[src/rtl/spiker_writer_if.sv]
// Spike event stream, frame control and result read port of spiker_writer.
// The slave modport is the writer's side; the master modport is the driver's side.
interface spiker_writer_if #(
  parameter int WIDTH    = 32,
  parameter int N_SPIKES = 784
);
  localparam int N_WORDS = (N_SPIKES + WIDTH - 1) / WIDTH;
  localparam int IDX_W   = $clog2(N_SPIKES);
  localparam int ADDR_W  = (N_WORDS > 1) ? $clog2(N_WORDS) : 1;

  logic              start_i;
  logic              spike_valid_i;
  logic [IDX_W-1:0]  spike_idx_i;
  logic              spike_last_i;
  logic              spike_ready_o;
  logic              busy_o;
  logic              done_o;
  logic              err_o;
  logic [ADDR_W-1:0] rd_addr_i;
  logic [WIDTH-1:0]  rd_data_o;
  logic [IDX_W:0]    spike_cnt_o;

  modport slave (
    input  start_i, spike_valid_i, spike_idx_i, spike_last_i, rd_addr_i,
    output spike_ready_o, busy_o, done_o, err_o, rd_data_o, spike_cnt_o
  );

  modport master (
    output start_i, spike_valid_i, spike_idx_i, spike_last_i, rd_addr_i,
    input  spike_ready_o, busy_o, done_o, err_o, rd_data_o, spike_cnt_o
  );
endinterface

[src/rtl/spiker_writer.sv]
// spiker_writer: packs a stream of spike indices into a word-addressed bit buffer.
// Define SPIKER_WRITER_CNT_EN to build the saturating accepted-spike counter.
module spiker_writer #(
  parameter int WIDTH    = 32,
  parameter int N_SPIKES = 784
) (
  input logic            clk_i,
  input logic            rst_ni,
  spiker_writer_if.slave bus
);
  localparam int N_WORDS = (N_SPIKES + WIDTH - 1) / WIDTH;
  localparam int IDX_W   = $clog2(N_SPIKES);
  localparam int ADDR_W  = (N_WORDS > 1) ? $clog2(N_WORDS) : 1;
  localparam int BIT_W   = (WIDTH > 1) ? $clog2(WIDTH) : 1;

  localparam logic [ADDR_W-1:0] LAST_WORD   = ADDR_W'(N_WORDS - 1);
  localparam logic [ADDR_W:0]   WORD_LIMIT  = (ADDR_W + 1)'(N_WORDS);
  localparam logic [IDX_W:0]    SPIKE_LIMIT = (IDX_W + 1)'(N_SPIKES);

  typedef enum logic [1:0] {IDLE, CLEAR, COLLECT, DONE} state_t;

  state_t            state;
  state_t            state_next;
  logic [ADDR_W-1:0] wcnt;
  logic [WIDTH-1:0]  words [N_WORDS];
  logic [WIDTH-1:0]  rd_data;
  logic              err;
  logic              ready;
  logic              busy;
  logic              done;
  logic              handshake;
  logic              idx_ok;
  logic              restart;
  logic [ADDR_W-1:0] word_sel;
  logic [BIT_W-1:0]  bit_sel;

  assign handshake = bus.spike_valid_i && ready;
  assign idx_ok    = {1'b0, bus.spike_idx_i} < SPIKE_LIMIT;
  assign restart   = bus.start_i && ((state == IDLE) || (state == DONE));
  assign word_sel  = ADDR_W'(32'(bus.spike_idx_i) / WIDTH);
  assign bit_sel   = BIT_W'(32'(bus.spike_idx_i) % WIDTH);

  always_ff @(posedge clk_i or negedge rst_ni) begin
    if (!rst_ni) state <= IDLE;
    else         state <= state_next;
  end

  always_comb begin
    state_next = state;
    case (state)
      IDLE:    if (bus.start_i) state_next = CLEAR;
      CLEAR:   if (wcnt == LAST_WORD) state_next = COLLECT;
      COLLECT: if (handshake && bus.spike_last_i) state_next = DONE;
      DONE:    if (bus.start_i) state_next = CLEAR;
      default: state_next = IDLE;
    endcase
  end

  // Outputs are pure decodes of the state flops, so ready never follows valid.
  always_comb begin
    ready = (state == COLLECT);
    busy  = (state == CLEAR) || (state == COLLECT);
    done  = (state == DONE);
  end

  always_ff @(posedge clk_i or negedge rst_ni) begin
    if (!rst_ni)              wcnt <= '0;
    else if (restart)         wcnt <= '0;
    else if (state == CLEAR)  wcnt <= wcnt + 1'b1;
  end

  always_ff @(posedge clk_i or negedge rst_ni) begin
    if (!rst_ni)                  err <= 1'b0;
    else if (restart)             err <= 1'b0;
    else if (handshake && !idx_ok) err <= 1'b1;
  end

  // Only in-range indices are ever written, so padding bits of the last word stay 0.
  always_ff @(posedge clk_i or negedge rst_ni) begin
    if (!rst_ni) begin
      for (int i = 0; i < N_WORDS; i++) words[i] <= '0;
    end else if (state == CLEAR) begin
      words[wcnt] <= '0;
    end else if (handshake && idx_ok) begin
      words[word_sel][bit_sel] <= 1'b1;
    end
  end

  always_ff @(posedge clk_i or negedge rst_ni) begin
    if (!rst_ni)                                 rd_data <= '0;
    else if ({1'b0, bus.rd_addr_i} < WORD_LIMIT) rd_data <= words[bus.rd_addr_i];
    else                                         rd_data <= '0;
  end

`ifdef SPIKER_WRITER_CNT_EN
  logic [IDX_W:0] cnt;

  always_ff @(posedge clk_i or negedge rst_ni) begin
    if (!rst_ni)                                    cnt <= '0;
    else if (restart)                               cnt <= '0;
    else if (handshake && idx_ok && (cnt != '1))    cnt <= cnt + 1'b1;
  end

  assign bus.spike_cnt_o = cnt;
`else
  assign bus.spike_cnt_o = '0;
`endif

  assign bus.spike_ready_o = ready;
  assign bus.busy_o        = busy;
  assign bus.done_o        = done;
  assign bus.err_o         = err;
  assign bus.rd_data_o     = rd_data;
endmodule

[src/flat_wrapper.sv]
// flat-port wrapper written by rule: the top's interface ports become plain ports
module spiker_writer_flat 
#(
  parameter int WIDTH    = 32,
  parameter int N_SPIKES = 784
)
  (clk_i, rst_ni, bus_start_i, bus_spike_valid_i, bus_spike_idx_i, bus_spike_last_i, bus_rd_addr_i, bus_spike_ready_o, bus_busy_o, bus_done_o, bus_err_o, bus_rd_data_o, bus_spike_cnt_o);
  spiker_writer_if #(.WIDTH(WIDTH), .N_SPIKES(N_SPIKES)) bus_i ();
  input logic clk_i;
  input logic rst_ni;
  input wire logic [$bits(bus_i.start_i)-1:0] bus_start_i;
  input wire logic [$bits(bus_i.spike_valid_i)-1:0] bus_spike_valid_i;
  input wire logic [$bits(bus_i.spike_idx_i)-1:0] bus_spike_idx_i;
  input wire logic [$bits(bus_i.spike_last_i)-1:0] bus_spike_last_i;
  input wire logic [$bits(bus_i.rd_addr_i)-1:0] bus_rd_addr_i;
  output wire logic [$bits(bus_i.spike_ready_o)-1:0] bus_spike_ready_o;
  output wire logic [$bits(bus_i.busy_o)-1:0] bus_busy_o;
  output wire logic [$bits(bus_i.done_o)-1:0] bus_done_o;
  output wire logic [$bits(bus_i.err_o)-1:0] bus_err_o;
  output wire logic [$bits(bus_i.rd_data_o)-1:0] bus_rd_data_o;
  output wire logic [$bits(bus_i.spike_cnt_o)-1:0] bus_spike_cnt_o;
  assign bus_i.start_i = bus_start_i;
  assign bus_i.spike_valid_i = bus_spike_valid_i;
  assign bus_i.spike_idx_i = bus_spike_idx_i;
  assign bus_i.spike_last_i = bus_spike_last_i;
  assign bus_i.rd_addr_i = bus_rd_addr_i;
  assign bus_spike_ready_o = bus_i.spike_ready_o;
  assign bus_busy_o = bus_i.busy_o;
  assign bus_done_o = bus_i.done_o;
  assign bus_err_o = bus_i.err_o;
  assign bus_rd_data_o = bus_i.rd_data_o;
  assign bus_spike_cnt_o = bus_i.spike_cnt_o;
  spiker_writer #(.WIDTH(WIDTH), .N_SPIKES(N_SPIKES)) u_core (.clk_i(clk_i), .rst_ni(rst_ni), .bus(bus_i));
endmodule
[config.mk]
export PLATFORM = sky130hd
export DESIGN_NAME = spiker_writer_flat
export DESIGN_NICKNAME = d
export VERILOG_FILES = /design/src/rtl/spiker_writer_if.sv /design/src/rtl/spiker_writer.sv /design/src/flat_wrapper.sv
export SDC_FILE = /design/constraint.sdc
export NUM_CORES = 2
export LEC_CHECK = 0
export BUFFER_PORTS_ARGS = -buffer_cell sky130_fd_sc_hd__buf_2
export CORE_MARGIN = 4
export CORE_UTILIZATION = 60
export DETAILED_ROUTE_END_ITERATION = 7
export PLACE_DENSITY = 0.89
export SYNTH_ARGS = -nofsm -noshare
export SYNTH_HDL_FRONTEND = slang
export SYNTH_SLANG_ARGS = --single-unit
export TNS_END_PERCENT = 20
[constraint.sdc]
create_clock -name clk_i -period 2.6 [get_ports clk_i]
set_input_delay 0.13 -clock clk_i [delete_from_list [all_inputs] [get_ports clk_i]]
set_output_delay 0.13 -clock clk_i [all_outputs]
set_load 0.02 [all_outputs]
==> results.txt <==
Status - complete, but fails checks
Failing checks - design-rule violations
Routed WL per cell - 25.7 um
Critical-path top delay cell - or4b_2
Total CTS buffers - 83
Die height - 259 um
CP required - 3.10 ns
Switch Pwr - 11.5 mW
CTS clock-pin slew for the worst setup and hold paths - 0.07 ns
Mapped Area - 37700 um^2
Worst R2R Start - u_core.state[1]
Max-slew violations - 0
Worst Path Class, Setup - reg2reg
Non-filler cells, final - 4601
Setup TNS - 0 ns
Ratio of cells with drive above 1 in the final layout - 14.0%
DP Cell Count - 4444
#FFs+latches synth - 840
Clock Latency Late Sink - 0.64 ns
Final Skew - 0.0327 ns
Total Wirelength - 118 mm
Largest net degree at the start of global routing - 105
Root buffer cell - clkbuf_16
Commonest non-fill, non-tap cell in the layout - nand2_1
Die area - 66800 um^2
Synth top area cells - dfrtp_1 (56%), nand2_1 (9.2%), mux2i_1 (8.6%)
Met1 Track Usage GR - 43.4%
Syn Inst Count - 3678
Final Critical Period - 2.49 ns
Data arrival time of the worst path - 2.99 ns
Setup crit start kind - flip-flop
Power Density - 884 nW/um^2
Number of synthesized flops with an enable pin - 0
Vias - 31.7k
First-pass GRT wire length - 184 mm
Vias per inst - 6.88
Worst Hold Class - in2async
I/O Buffers - 55
Area grow syn2layout - 12.6%
Number of global-route vias before repair - 32.0k
RSZ-0062 raised after global routing - false
Register area share after synthesis - 55.8%
Internal Power - 26.0 mW
Total chip power - 37.5 mW
Reg-to-Reg End - u_core.words[192]
Layout Nets - 3724
Net switching fraction of the power - 30.6%
Met3 Use GR - 11.9%
Crit. End Element - flip-flop
I/O pin cnt - 67
Combinational Power Share - 19.3%
Max incr delay on CP - 0.71 ns
GRT met2 Usage - 52.6%
Worst VDD drop - 469 uV
Worst Reg-to-Reg Cells - 7
Total clock sinks - 840
Final-layout fill cell count - 4065
Initial Util - 60.8%
Detailed placement HPWL - 71.1 mm
Reg power frac - 45.9%
Yosys top cell by area - dfrtp_1
Initial antenna violation count - 8
Crit-path cells - inv_1 > ha_1 > or4b_2 > nor2_1 > buf_4 > nand2_1 > o21ai_0
Final worst-path cycle share - 95.8%
Tot GR Track Use - 35.0%
DR DRC count - 1
Multi-input gate area - 15300 um^2
Post-synth top flop - dfrtp_1
Initial DRT Pass Iterations - 8
CP Max Fanout - 9
Final Hold Viols - 0
Max-cap violations - 0
Area of the core - 61900 um^2
Most frequent cells in the layout - nand2_1 (920), dfrtp_1 (840), o21ai_0 (587)
Routability cong. - 0.941
Yosys warns - 0
Setup Buffers After CTS - 0
Top achievable clock speed - 402 MHz
Synth cell types - 54
Worst Max-Slew Pin Slew - 0.844 ns
Pleak - 19.8 nW
Clock Tree Buf Depth - 3
Post-route ant nets - 0
Final setup fails - 0
Grt peak-use layer - met2
Grt total ovfl - 0
Rel. slew slack - 43.5%
CTS tree - done
Asr flop ratio synth - 100%
Final Util - 68.5%
Hold Slack - 0.0404 ns
FF-to-FF setup slack - 0.11 ns
Syn_area_per_cell - 10.2 um^2
Iteration-0 DRC Markers - 4631
Die X - 259 um
FF/Latch Area - 21000 um^2
FP Rows - 91
H-tree levels - 3
Clk pwr share - 34.9%
Post-synth top area share - 55.8%
-- through the flow --
step           instance area [um^2]  setup slack, ns
5_1_grt                       42400           0.0179
6_report                      42400            0.110
2_1_floorplan                 37700            0.396
4_1_cts                       42400            0.162
3_3_place_gp                  39400            0.365
3_5_place_dp                  39400            0.270
-- registers in the layout (all words and copies together), names as in the netlist --
signal	count
u_core.bus.err_o	1
u_core.bus.rd_data_o	32
u_core.state	2
u_core.wcnt	5
u_core.words	800
-- power groups by stage --
stage               combinational [mW]  sequential (mW)  clock, mW
floorplan                         4.52             16.9          0
CTS                               7.04             17.1       13.1
global route                      7.83             17.4       13.6
global placement                  6.44             17.0          0
finish                            7.22             17.2       13.1
detailed placement                6.79             17.2          0
-- worst max-delay path by stage --
stage	start	to
after floorplan	u_core.state[0]	u_core.words[448]
after global placement	u_core.state[1]	u_core.words[530]
after detailed placement	u_core.state[1]	u_core.words[497]
after CTS	u_core.state[1]	u_core.words[192]
after global routing	u_core.state[1]	u_core.words[192]
final	u_core.state[1]	u_core.words[192]
-- cells by family (layout without fill, tap and decap cells) --
| logic type | count (synthesis) | in the layout | share of synthesized area [%] |
|---|---|---|---|
| other | 1 | 14 | 0.00996 |
| buffers and inverters | 310 | 383 | 3.78 |
| multiplexers | 354 | 354 | 10.5 |
| AND/OR/NAND/NOR | 1125 | 1125 | 12.0 |
| AO/OA/AOI/OAI | 1037 | 1037 | 17.6 |
| XOR/XNOR | 3 | 3 | 0.0698 |
| adder cells (fa/ha/maj) | 8 | 8 | 0.266 |
| flip-flops | 840 | 840 | 55.8 |
-- worst max-delay path: cells and delay by family (launching register included) --
kind / cells / cell delay [ns]
AND/OR/NAND/NOR: 3 / 1.00
flip-flops: 1 / 0.39
AO/OA/AOI/OAI: 1 / 0.36
buffers and inverters: 2 / 0.30
adder cells (fa/ha/maj): 1 / 0.30
-- synthesized netlist by cell type (all sizes together), types with 2 or more instances --
cell	number
mux4	32
ha	8
and2	25
xnor2	2
mux2i	322
o211ai	32
clkbuf	222
dfrtp	840
and3b	5
a221o	32
o21ai	712
or2	5
a32o	8
a22o	61
nand2	920
or4	2
nand2b	2
buf	81
inv	7
nor3b	7
nand3	67
nand4bb	2
nor3	3
a21oi	25
nor2	74
a2bb2oi	32
a21o	2
a22oi	128
a21boi	3
or4b	3
nor2b	5
-- metal layers --
metal  vias up  wire length, um
met1     15500            40800
met5         -               65
li1      12900                -
met2      2610            52500
met3       693            15700
met4        10             9090
-- timing repair --
item / 4_1_cts / 5_1_grt
gates resized for setup: 0 / 0
hold buffers: 4 / 0
endpoints found under the hold margin: 757 / 0
-- cell type report --
cell class	count	share of cell area, %
sequential	840	49.6
multi-input combinational	2538	36.2
clock buffer	119	5.84
timing repair buffer	226	4.75
tap	837	2.47
clock inverter	31	1.11
inverter	7	0.0620
antenna	3	0.0177
(Power assumes the default switching activity.)
